### src/rtl/fb_clear_engine.sv
// Framebuffer clear engine: fills the draw buffer with one RGB565
// colour through a single SRAM arbiter write port.
module fb_clear_engine #(
  parameter int H_PIXELS = 640,
  parameter int V_LINES  = 480,
  parameter int CNT_W    = 18
) (
  input  logic        clk,
  input  logic        rst_n,
  input  logic        clear_trigger,
  input  logic [31:0] clear_color,
  input  logic [19:0] fb_base,
  output logic        busy,
  output logic        done,
  output logic        sram_req,
  output logic        sram_we,
  output logic [23:0] sram_addr,
  output logic [31:0] sram_wdata,
  input  logic [31:0] sram_rdata,
  input  logic        sram_ack,
  input  logic        sram_ready
);

  localparam int N_XFER = H_PIXELS * V_LINES / 2;
  localparam logic [CNT_W-1:0] LAST = CNT_W'(N_XFER - 1);

  localparam logic [1:0] IDLE = 2'd0;
  localparam logic [1:0] ARM  = 2'd1;
  localparam logic [1:0] REQ  = 2'd2;

  logic [1:0]       state_q, state_d;
  logic             busy_q, busy_d;
  logic             done_q, done_d;
  logic             req_q, req_d;
  logic [23:0]      addr_q, addr_d;
  logic [31:0]      wdata_q, wdata_d;
  logic [CNT_W-1:0] cnt_q, cnt_d;

  logic [15:0] pix;
  logic        unused_ok;

  assign pix = {clear_color[23:19], clear_color[15:10], clear_color[7:3]};

  // Read data, alpha and the high base bits never matter for a clear.
  assign unused_ok = ^{sram_rdata, clear_color[31:24],
                       clear_color[18:16], clear_color[9:8],
                       clear_color[2:0], fb_base[19:13]};

  // Next-state: latch a job on trigger, then stream writes until last ack.
  always_comb begin
    state_d = state_q;
    busy_d  = busy_q;
    done_d  = 1'b0;
    req_d   = req_q;
    addr_d  = addr_q;
    wdata_d = wdata_q;
    cnt_d   = cnt_q;
    unique case (1'b1)
      (state_q == IDLE): begin
        if (clear_trigger) begin
          busy_d  = 1'b1;
          addr_d  = {fb_base[12:0], 11'b0};
          wdata_d = {pix, pix};
          cnt_d   = '0;
          if (sram_ready) begin
            req_d   = 1'b1;
            state_d = REQ;
          end else begin
            state_d = ARM;
          end
        end
      end
      (state_q == ARM): begin
        if (sram_ready) begin
          req_d   = 1'b1;
          state_d = REQ;
        end
      end
      (state_q == REQ): begin
        if (sram_ack) begin
          if (cnt_q == LAST) begin
            req_d   = 1'b0;
            busy_d  = 1'b0;
            done_d  = 1'b1;
            state_d = IDLE;
          end else begin
            addr_d = addr_q + 24'd2;
            cnt_d  = cnt_q + 1'b1;
          end
        end
      end
      default: begin
        state_d = IDLE;
        busy_d  = 1'b0;
        req_d   = 1'b0;
      end
    endcase
  end

  // State and output registers; reset aborts any clear silently.
  always_ff @(posedge clk or negedge rst_n) begin
    if (!rst_n) begin
      state_q <= IDLE;
      busy_q  <= 1'b0;
      done_q  <= 1'b0;
      req_q   <= 1'b0;
      addr_q  <= '0;
      wdata_q <= '0;
      cnt_q   <= '0;
    end else begin
      state_q <= state_d;
      busy_q  <= busy_d;
      done_q  <= done_d;
      req_q   <= req_d;
      addr_q  <= addr_d;
      wdata_q <= wdata_d;
      cnt_q   <= cnt_d;
    end
  end

  assign busy       = busy_q;
  assign done       = done_q;
  assign sram_req   = req_q;
  assign sram_we    = req_q;
  assign sram_addr  = addr_q;
  assign sram_wdata = wdata_q;

endmodule

### config.mk
export PLATFORM = sky130hd
export DESIGN_NAME = fb_clear_engine
export DESIGN_NICKNAME = d
export VERILOG_FILES = /design/src/rtl/fb_clear_engine.sv
export SDC_FILE = /design/constraint.sdc
export NUM_CORES = 1
export LEC_CHECK = 0
export BUFFER_PORTS_ARGS = -buffer_cell sky130_fd_sc_hd__buf_4
export CORE_ASPECT_RATIO = 1.5
export CORE_MARGIN = 2
export CORE_UTILIZATION = 30
export CTS_CLUSTER_DIAMETER = 60
export DETAILED_ROUTE_END_ITERATION = 7
export SYNTH_ARGS = -nofsm -noshare
export SYNTH_HDL_FRONTEND = slang
export SYNTH_SLANG_ARGS = --single-unit
### constraint.sdc
create_clock -name clk -period 2.8 [get_ports clk]
set_clock_uncertainty 0.05 [all_clocks]
set_input_delay 0 -clock clk [delete_from_list [all_inputs] [get_ports clk]]
set_output_delay 0 -clock clk [all_outputs]
set_load 0.05 [all_outputs]
; After elaboration in Yosys (flattened, before gate mapping)
; Cells that the tools add are included.
[word_totals]
reg_bits = 79
output_inout_bits = 60
wordCells = 49
[classes]
n_addsub = 2
n_eq_ne = 8
n_mux = 24
bitwise = 1
n_reduce_logical = 7
[op_table]
columns = op, n
row1 = 2-to-1 mux 24 bit, 3
row2 = 2-to-1 mux 18 bit, 3
row3 = case mux 24 bit (2 select lines), 1
row4 = case mux 18 bit (2 select lines), 1
row5 = adder 24 x 2 -> 24 bit (second input constant), 1
row6 = adder 18 x 1 -> 18 bit (second input constant), 1
row7 = == test 18 bit (second input constant), 1
row8 = AND reduction 4 bit, 3
row9 = 2-to-1 mux 2 bit, 5
row10 = 2-to-1 mux 1 bit, 8
row11 = inequality test 2 bit (second input constant), 4
row12 = case mux 1 bit (3 select lines), 2
row13 = case mux 2 bit (3 select lines), 1
row14 = AND reduction 3 bit, 1
row15 = == test 2 x 1 -> 1 bit (second input constant), 1
row16 = == test 2 bit (second input constant), 1
row17 = logical NOT 2 bit, 1
row18 = inequality test 2 x 1 -> 1 bit (second input constant), 1
row19 = AND reduction 2 bit, 1
row20 = nonzero test 2 bit, 1
row21 = NOT 1 bit, 1

; Depth between registers and ports, before layout
; Gate-level depths: netlist of the first run.
[depth]
depth_word = 4
mapped_depth = 9
ltp_nobuf = 6

; Worst setup path after synthesis of the first run
; OpenSTA, ideal clock, no wires.
[synth_timing]
path_type = flip-flop to flip-flop
from = reg addr_q[1] (netlist: sram_addr[1])
to = reg addr_q[13] (netlist: sram_addr[13])
setup_time_ns = 0.094
arrival_time_ns = 1.937
path_slack_ns = 0.718
path_stages_with_launch = 7
synth_period_minus_slack_ns = 2.082
cell_sequence = dfrtp_1 > ha_1 > nand2_1 > or3_1 > a211oi_1 > a311oi_1 > a211oi_1
[synth_via]
elab_chain_len = 4
[synth_lines]
columns = item, line_no
row1 = from (decl), 35  ; logic [23:0] addr_q, addr_d;
row2 = from (signal assigned), 115  ; addr_q <= addr_d;
row3 = adder 24 x 2 -> 24 bit, 87  ; addr_d = addr_q + 24'd2;
row4 = 2-to-1 mux 24 bit, 81  ; if (cnt_q == LAST) begin
row5 = 2-to-1 mux 24 bit, 80  ; if (sram_ack) begin
row6 = case mux 24 bit (2 select lines), 58  ; unique case (1'b1)
; No other way between the ends. The select of a mux whose other input is x is not followed.
; A chain may end at the register's enable or synchronous reset.

; Final worst setup path of the first run
[layout_timing]
from = reg cnt_q[0]
to = reg cnt_q[5]
[layout_via]
elab_chain_len = 4
[layout_lines]
columns = item, line_no
row1 = from (decl), 37  ; logic [CNT_W-1:0] cnt_q, cnt_d;
row2 = from (signal assigned), 117  ; cnt_q <= cnt_d;
row3 = adder 18 x 1 -> 18 bit, 88  ; cnt_d = cnt_q + 1'b1;
row4 = 2-to-1 mux 18 bit, 81
row5 = 2-to-1 mux 18 bit, 80
row6 = case mux 18 bit (2 select lines), 58
; Parallel ways exist; a longest one is shown, timed or not. The select of a mux whose other input is x is not followed.

==> summary.txt, run 1 <==
Run status
  • Outcome: complete, no violations

Detailed routing
  • DR vias/cell: 5.083
  • Final wirelength: 9535 um
  • Total number of vias: 3,304
  • Router iterations before antenna repair: 4
  • DRC violations left: 0
  • Number of routed nets with antenna violations: 0
  • DR WL/cell: 14.67 um
  • Initial DRC Count: 179

Synth
  • Register bit total from synthesis: 62
  • Post-synth top cells: nand2_1 (84), dfrtp_1 (62), a21oi_1 (20), buf_4 (20), nand3_1 (20)
  • Top-count cell post-synth: nand2_1
  • Top cells by area, synth: dfrtp_1 (45%), nand2_1 (9.2%), buf_4 (4.4%)
  • Gate Count Post-Synth: 390
  • Average size of a mapped cell: 8.758 sq um
  • Synth area leader: dfrtp_1
  • Post-synth EDFFs: 0
  • Synth warn: 0
  • Ys async rst share: 1.000
  • Primary FF master, synth: dfrtp_1
  • Seq/Total Area, Yosys: 0.4542
  • Synth Net Count: 481
  • Top cell type's share of synthesized area: 0.4542
  • Cell Area, Synth: 3416 sq um
  • Yosys cell types: 55

Power
  • Sw Pwr: 2.854 mW
  • Peak supply drop: 703.7 uV
  • Clock power share: 0.198
  • LEAKAGE: 2.166 nW
  • Cell internal pwr: 2.856 mW
  • Sequential share of power: 0.261
  • Cell Pwr Density: 1196 nW/um^2
  • Comb pwr share: 0.541
  • Total power: 5.709 mW
  • Sw Share: 0.4998

Die
  • Initial core utilization: 0.3090
  • Area of the core: 11,060 sq um
  • DIE WIDTH: 91.13 um
  • # rows: 47
  • Die Ht: 134.7 um
  • Total Die Area: 12,270 sq um
  • Ports: 149

Clock network
  • Postcts setup bufs: 0
  • Latest clock arrival within the worst-skew pair: 0.33 ns
  • Post-cts resize count: 0
  • CTS root buf: clkbuf_16
  • Clock Sink Count: 62
  • CTS max path bufs: 2
  • CTS buffer count: 9
  • H-tree levels: 3
  • Hold_buf cts: 31
  • Clock transition at path regs: 0.05 ns
  • CTS tree: yes

Timing
  • Tcrit/Tclk final: 0.8686
  • Final period demand of the worst path: 2.432 ns
  • Hold_ws: 0.05770 ns
  • Setup violation total in the final timing report: 0
  • Max Fclk: 0.4112 GHz
  • Slew headroom: 0.4551
  • Slew Limit Fails: 0
  • Worst Tran Pin Value: 0.8174 ns
  • Hold Vio Cnt, Final: 0
  • Unrepaired setup endpoints after global routing: false
  • Sum Neg Setup Slack: 0 ns

Global route
  • Gr usage total: 0.1613
  • GRT overflow: 0
  • Largest net degree at the start of global routing: 63
  • Initial antenna violation count: 0
  • Global-route wire length before repair: 15,970 um
  • Vias in the first global route: 3,290

Setup path
  • WP data arrival: 2.58 ns
  • Setup crit end kind: flip-flop
  • CP Class: flip-flop to flip-flop
  • Req. time, crit path: 2.94 ns
  • Type of origin of the critical path: flip-flop
  • Peak fanout along the critical path: 28

Finish
  • Antenna diodes: 0
  • Layout area overhead: 39.78%
  • Share of layout cells above drive strength 1: 0.2485
  • Final instance area: 4775 sq um
  • # nets final: 589

Placement
  • Placer Congestion: 0.8379
  • Placed cell area: 4163 sq um
  • Port Buffer Count: 92
  • Final HPWL from detailed placement: 6603 um

Min path
  • Hold WC Path Type: input pin to flip-flop

Run
  • Max-cap violations: 0
## state kept, by name (all words and copies together), names as in the netlist
register / cells
sram_wdata: 16
sram_addr: 23
done: 1
state_q: 2
busy: 1
sram_req: 1
cnt_q: 18
## power groups by stage
stage | Sequential [mW] | Combinational, mW | Clock (mW)
6_report | 1.49 | 3.09 | 1.13
5_1_grt | 1.54 | 3.28 | 1.19
4_1_cts | 1.49 | 3.11 | 1.15
3_5_place_dp | 1.50 | 3.07 | 0
3_3_place_gp | 1.49 | 3.04 | 0
2_1_floorplan | 2.30 | 1.45 | 0
## placed cells by master, fill, tap and decap left out, types with 5 or more instances in the layout
cell,count
nand2_1,84
o21ai_1,18
inv_1,7
nor2_1,15
a31oi_1,5
and3_1,9
buf_4,104
nand4_1,9
or3_1,9
clkbuf_16,9
o31a_1,6
a21oi_1,20
nand3_1,20
dlygate4sd3_1,31
dfrtp_1,62
nor3_1,6
o211ai_1,9
## metrics by stage
stage | cells | setup WS, ns | util
2_1_floorplan | 390 | 0.7185 | -
3_3_place_gp | 603 | 0.3920 | 0.3765
3_5_place_dp | 603 | 0.3522 | 0.3765
4_1_cts | 650 | 0.3380 | 0.4319
5_1_grt | 650 | 0.1734 | 0.4319
6_report | 650 | 0.3679 | 0.4319
## logic make-up (layout without fill, tap and decap cells)
logic type | Yosys count | after routing | synth area share
flip-flops | 62 | 62 | 0.4542
buffers and inverters | 46 | 159 | 0.07802
adder cells (fa/ha/maj) | 2 | 2 | 0.007325
AND/OR/NAND/NOR | 174 | 174 | 0.2451
multiplexers | 1 | 1 | 0.003296
other | 1 | 1 | 0.001098
AO/OA/AOI/OAI | 104 | 104 | 0.2110
## worst paths after layout
kind | startpoint | end | slack [ns] | depth (start not counted)
hold reg to reg | sram_wdata[17]$_DFFE_PN0P_ | sram_wdata[17]$_DFFE_PN0P_ | 0.45 | 2
setup reg to reg | cnt_q[0]$_DFFE_PN0P_ | cnt_q[5]$_DFFE_PN0P_ | 0.37 | 7
min in group asynchronous | rst_n | sram_wdata[17]$_DFFE_PN0P_ | 0.27 | 2
max in group asynchronous | rst_n | sram_addr[6]$_DFFE_PN0P_ | 1.91 | 2
hold / removal | fb_base[0] | sram_addr[11]$_DFFE_PN0P_ | 0.06 | 4
setup / recovery | cnt_q[0]$_DFFE_PN0P_ | cnt_q[5]$_DFFE_PN0P_ | 0.37 | 7
## metal layers
| metal | part of all wire | vias to the layer above | global-route usage |
|---|---|---|---|
| met5 | 0 | - | 0 |
| met4 | 0.024 | 0 | 0.07492 |
| met3 | 0.053 | 17 | 0.03292 |
| met2 | 0.50 | 105 | 0.2728 |
| met1 | 0.43 | 1557 | 0.1971 |
| li1 | - | 1625 | - |
## worst max-delay path, cell delays in order, from the launching register on
cell	delay, ns
dfrtp_1	0.38
ha_1	0.21
nand2_1	0.12
or3_1	0.57
o31ai_4	0.55
buf_12	0.23
or4_1	0.13
a21oi_1	0.06
## area by class of cell
class                   count  area (sq um)
repair buffers            136          1111
inverters                   7         26.28
fillers                  1095          6281
multi-input cells         282          1600
clock buffers              12         256.5
clock inverters             4         45.04
well taps                 147         183.9
flip-flops and latches     62          1551
Power figures use the tool's default switching activity.
==> inputs of run 2 (changes only) <==
REMOVE_ABC_BUFFERS = 1   (was not set)
clock period = 2.9 ns   (was 2.8 ns; I/O delays follow)
==> summary.txt, run 2 (synthesis results as in run 1) <==
Clock network
  • Latest clock arrival within the worst-skew pair: 0.33 ns
  • Clock Sink Count: 62
  • CTS tree: yes
  • H-tree levels: 3
  • CTS max path bufs: 2
  • CTS root buf: clkbuf_16
  • CTS buffer count: 9
  • Clock transition at path regs: 0.05 ns

Run status
  • Outcome: complete, no violations

Finish
  • Max FFs per register: 23
  • Most common cell after layout, fill and taps aside: buf_4
  • Finished Core Util: 0.4290
  • Register area: 1551 sq um
  • Antenna diodes: 0
  • Layout area overhead: 38.86%
  • # nets final: 588
  • Share of layout cells above drive strength 1: 0.2420
  • Area of the multi-input gates: 1600 sq um
  • # fillers: 1,126
  • Commonest non-fill, non-tap cells in the layout: buf_4 (104), nand2_1 (84), dfrtp_1 (62)

Setup path
  • Setup crit end kind: flip-flop
  • WP data arrival: 2.53 ns
  • Slowest-stage cell, CP: or3_1
  • Crit-path max cell delay: 0.57 ns
  • Critical-path cell list: ha_1, nand2_1, or3_1, o31ai_4, buf_4, o32ai_1, a31o_1
  • CP startpoint: cnt_q[0]$_DFFE_PN0P_
  • Worst R2R Start: cnt_q[0]$_DFFE_PN0P_
  • Type of origin of the critical path: flip-flop
  • Req. time, crit path: 3.07 ns
  • CP Class: flip-flop to flip-flop
  • Peak fanout along the critical path: 22

Min path
  • Hold_sp: fb_base[0]
  • Hold WC Path Type: input pin to flip-flop

Die
  • Ports: 149
  • Area of the core: 11,060 sq um
  • DIE WIDTH: 91.13 um
  • Die Ht: 134.7 um
  • # rows: 47
  • Total Die Area: 12,270 sq um
  • Initial core utilization: 0.3090

Global route
  • Vias in the first global route: 3,391
  • Gr usage total: 0.1639
  • Initial antenna violation count: 0
  • Global-route wire length before repair: 16,330 um
  • Met2 global-route usage: 0.2942
  • Most Used Layer, Global Route: met2
  • Largest net degree at the start of global routing: 63
  • Global-route track usage on met3: 0.02846
  • Met1 Usage GRT: 0.1866
  • GRT overflow: 0

Power
  • Sequential share of power: 0.267
  • Clock power share: 0.194
  • Sw Pwr: 2.743 mW
  • Total power: 5.469 mW
  • LEAKAGE: 2.145 nW
  • Cell Pwr Density: 1153 nW/um^2
  • Sw Share: 0.5016
  • Cell internal pwr: 2.726 mW
  • Comb pwr share: 0.539
  • Peak supply drop: 709.8 uV

Timing
  • Sum Neg Setup Slack: 0 ns
  • Slew Limit Fails: 0
  • Max Fclk: 0.4231 GHz
  • Post-route setup slack: 0.5367 ns
  • Unrepaired setup endpoints after global routing: false
  • Tcrit/Tclk final: 0.8149
  • Final period demand of the worst path: 2.363 ns
  • Hold Vio Cnt, Final: 0
  • Slew headroom: 0.4563
  • Worst Tran Pin Value: 0.8155 ns
  • Setup violation total in the final timing report: 0

Run
  • Max-cap violations: 0

Detailed routing
  • Final wirelength: 9846 um
  • Initial DRC Count: 140
  • Router iterations before antenna repair: 4
  • DRC violations left: 0
  • DR vias/cell: 5.224
  • Number of routed nets with antenna violations: 0
  • DR WL/cell: 15.22 um
  • Total number of vias: 3,380

Placement
  • Port Buffer Count: 92
  • Placer Congestion: 0.8342
  • Final HPWL from detailed placement: 6437 um
  • Pre-CTS setup slack: 0.5467 ns
## run 2: cell count changes in the layout (fill, tap and decap cells not counted)
cell / change
clkbuf_1: +1
clkinv_2: -3
buf_12: -1
## run 2: path summary, 6_finish.rpt
kind	endpoint	slack [ns]	cells past startpoint
worst min-delay path	sram_addr[11]$_DFFE_PN0P_	0.03	4
min in group asynchronous	sram_addr[18]$_DFFE_PN0P_	0.27	2
worst max register to register	sram_addr[6]$_DFFE_PN0P_	0.54	7
worst max-delay path	sram_addr[6]$_DFFE_PN0P_	0.54	7
max in group asynchronous	sram_wdata[18]$_DFFE_PN0P_	2.00	2
worst min register to register	cnt_q[15]$_DFFE_PN0P_	0.45	1
## run 2: stage by stage
| step | hold WS (ns) | instances | instance area [sq um] |
|---|---|---|---|
| 2_1_floorplan | -0.3456 | 351 | 3176 |
| 3_3_place_gp | 0.1057 | 602 | 4143 |
| 3_5_place_dp | 0.1083 | 602 | 4143 |
| 4_1_cts | 0.02199 | 647 | 4743 |
| 5_1_grt | 0.04714 | 647 | 4743 |
| 6_report | 0.02929 | 647 | 4743 |
## run 2: timing repair
item,in CTS,in global routing
setup buffers,0,0
endpoints found under the hold margin,92,0
hold buffers,31,0
resized for setup,0,0
## run 2: critical path: cells and delay by family (launching register included)
| kind | cells | cell delay (ns) |
|---|---|---|
| DFF | 1 | 0.39 |
| buffers and inverters | 1 | 0.29 |
| AOI/OAI and AO/OA | 3 | 0.62 |
| and+or+nand+nor | 2 | 0.69 |
| adders and majority gates | 1 | 0.21 |
## run 2: routing by layer
layer	up-vias	share of wire
met2	98	0.53
met3	19	0.037
li1	1625	-
met1	1638	0.41
met5	-	0
met4	0	0.022
## run 2: power groups by stage
stage / Sequential [mW] / Combinational (mW) / Clock [mW]
5_1_grt: 1.51 / 3.13 / 1.14
4_1_cts: 1.46 / 2.97 / 1.10
3_3_place_gp: 1.45 / 2.89 / 0
3_5_place_dp: 1.46 / 2.93 / 0
6_report: 1.46 / 2.95 / 1.06
2_1_floorplan: 2.64 / 0.726 / 0
## run 2: cell type report
type / count / area share
flip-flops and latches: 62 / 0.3271
clock inverters: 1 / 0.006331
clock buffers: 13 / 0.05487
well taps: 147 / 0.03878
inverters: 7 / 0.005539
repair buffers: 135 / 0.2300
multi-input cells: 282 / 0.3374
==> inputs of run 3 (changes only) <==
clock period = 2.1 ns   (was 2.9 ns; I/O delays follow)
==> summary.txt, run 3 (synthesis results as in run 1) <==
Run status
  • Outcome: complete, no violations

Global route
  • Vias in the first global route: 3,395
  • Initial antenna violation count: 0
  • Gr usage total: 0.1648
  • GRT overflow: 0
  • Largest net degree at the start of global routing: 63
  • Global-route wire length before repair: 16,200 um

Detailed routing
  • DRC violations left: 0
  • Initial DRC Count: 267
  • Total number of vias: 3,457
  • Final wirelength: 10,050 um
  • Router iterations before antenna repair: 5
  • Number of routed nets with antenna violations: 0
  • DR WL/cell: 14.98 um
  • DR vias/cell: 5.152

Finish
  • Final instance area: 4964 sq um
  • Most common cell after layout, fill and taps aside: buf_4
  • Max FFs per register: 23
  • Layout area overhead: 45.31%
  • # nets final: 610
  • Commonest non-fill, non-tap cells in the layout: buf_4 (124), nand2_1 (83), dfrtp_1 (62)
  • Antenna diodes: 0
  • Share of layout cells above drive strength 1: 0.2939

Die
  • Area of the core: 11,060 sq um
  • # rows: 47
  • Total Die Area: 12,270 sq um
  • Die Ht: 134.7 um
  • DIE WIDTH: 91.13 um
  • Initial core utilization: 0.3090
  • Ports: 149

Timing
  • Setup violation total in the final timing report: 0
  • Max Fclk: 0.4957 GHz
  • Unrepaired setup endpoints after global routing: false
  • Tcrit/Tclk final: 0.9607
  • Slew Limit Fails: 0
  • Post-route setup slack: 0.08259 ns
  • Hold Vio Cnt, Final: 0
  • Hold_ws: 0.01764 ns
  • Final period demand of the worst path: 2.017 ns
  • Worst Tran Pin Value: 0.8209 ns
  • Slew headroom: 0.4528

Run
  • Max-cap violations: 0

Placement
  • Placer Congestion: 0.8642
  • Final HPWL from detailed placement: 6778 um
  • Placed cell area: 4305 sq um
  • Pre-CTS setup slack: -0.002609 ns
  • Port Buffer Count: 92

Setup path
  • CP Class: flip-flop to flip-flop
  • Peak fanout along the critical path: 14
  • Crit-path max cell delay: 0.46 ns
  • Reg-to-reg slack, setup: 0.08 ns
  • Req. time, crit path: 2.30 ns
  • WP data arrival: 2.22 ns
  • RR Endpoint: cnt_q[5]$_DFFE_PN0P_
  • Worst R2R Start: state_q[1]$_DFFE_PN0P_
  • Setup crit end kind: flip-flop
  • Slowest-stage cell, CP: or4_1
  • Type of origin of the critical path: flip-flop
  • Cells on worst reg2reg path: 7
  • Critical-path cell list: mux2_2, and2_1, o31ai_4, buf_4, buf_12, or4_1, a21oi_1

Min path
  • Hold_sp: fb_base[10]
  • Hold WC Path Type: input pin to flip-flop
  • Worst Hold End: sram_addr[21]$_DFFE_PN0P_
  • Worst Hold Depth: 4

Clock network
  • Latest clock arrival within the worst-skew pair: 0.33 ns
  • H-tree levels: 3
  • CTS root buf: clkbuf_16
  • Clock transition at path regs: 0.05 ns
  • CTS buffer count: 9
  • CTS tree: yes
  • Clock Sink Count: 62
  • CTS max path bufs: 2

Power
  • Peak supply drop: 915.2 uV
  • LEAKAGE: 2.276 nW
  • Cell Pwr Density: 1556 nW/um^2
## run 3: layer usage
| layer | part of all wire | vias up | GRT usage | wire length [um] |
|---|---|---|---|---|
| li1 | - | 1672 | - | - |
| met1 | 0.39 | 1671 | 0.1876 | 3965 |
| met2 | 0.54 | 100 | 0.3012 | 5402 |
| met3 | 0.050 | 14 | 0.02958 | 500 |
| met4 | 0.018 | 0 | 0.06902 | 185 |
| met5 | 0 | - | 0 | 0 |
## run 3: worst max-delay path, delay by kind of cell, from the launching register on
family	cells	cell delay, ns
flops	1	0.37
compound gates	2	0.28
buf+inv	2	0.28
simple gates	2	0.68
mux	1	0.27
## run 3: final cells by class
cell class | count | area, sq um
fill | 1110 | 6092
clock buffer | 12 | 266.5
clock inverter | 4 | 20.02
timing repair buffer | 157 | 1287
sequential | 62 | 1551
tap | 147 | 183.9
inverter | 7 | 26.28
multi-input combinational | 282 | 1628
## run 3: how the worst max path moves through the flow
stage | start | to | slack, ns | cells after the start
floorplan | state_q[1]$_DFFE_PN0P_ | cnt_q[9]$_DFFE_PN0P_ | -0.55 | 4
global placement | cnt_q[0]$_DFFE_PN0P_ | sram_addr[19]$_DFFE_PN0P_ | 0.04 | 7
detailed placement | cnt_q[0]$_DFFE_PN0P_ | sram_addr[19]$_DFFE_PN0P_ | -0.003 | 7
CTS | cnt_q[0]$_DFFE_PN0P_ | sram_addr[6]$_DFFE_PN0P_ | 0.02 | 7
global route | state_q[1]$_DFFE_PN0P_ | cnt_q[5]$_DFFE_PN0P_ | 0.02 | 7
finish | state_q[1]$_DFFE_PN0P_ | cnt_q[5]$_DFFE_PN0P_ | 0.08 | 7
## run 3: repair_timing
item                                    CTS  global route
setup buffers                             0             2
gates resized for setup                   2             5
pin swaps                                 0             1
endpoints found under the setup margin    3            21
hold buffers                             30             0
gates cloned                              0             1
endpoints found under the hold margin    91             0
## run 3: metrics by stage
stage	cells	util	power [mW]	TNS, ns
detailed placement	622	0.3894	6.199	-0.002609
finish	671	0.4490	7.725	0
global placement	622	0.3894	6.130	0
global route	671	0.4490	8.136	0
floorplan	351	-	4.653	-15.36
CTS	668	0.4434	7.706	0
## run 3: power by group
group	internal, mW	switching [mW]
logic	1.39	2.95
registers	1.57	0.404
clock network	0.886	0.527
total	3.85	3.88
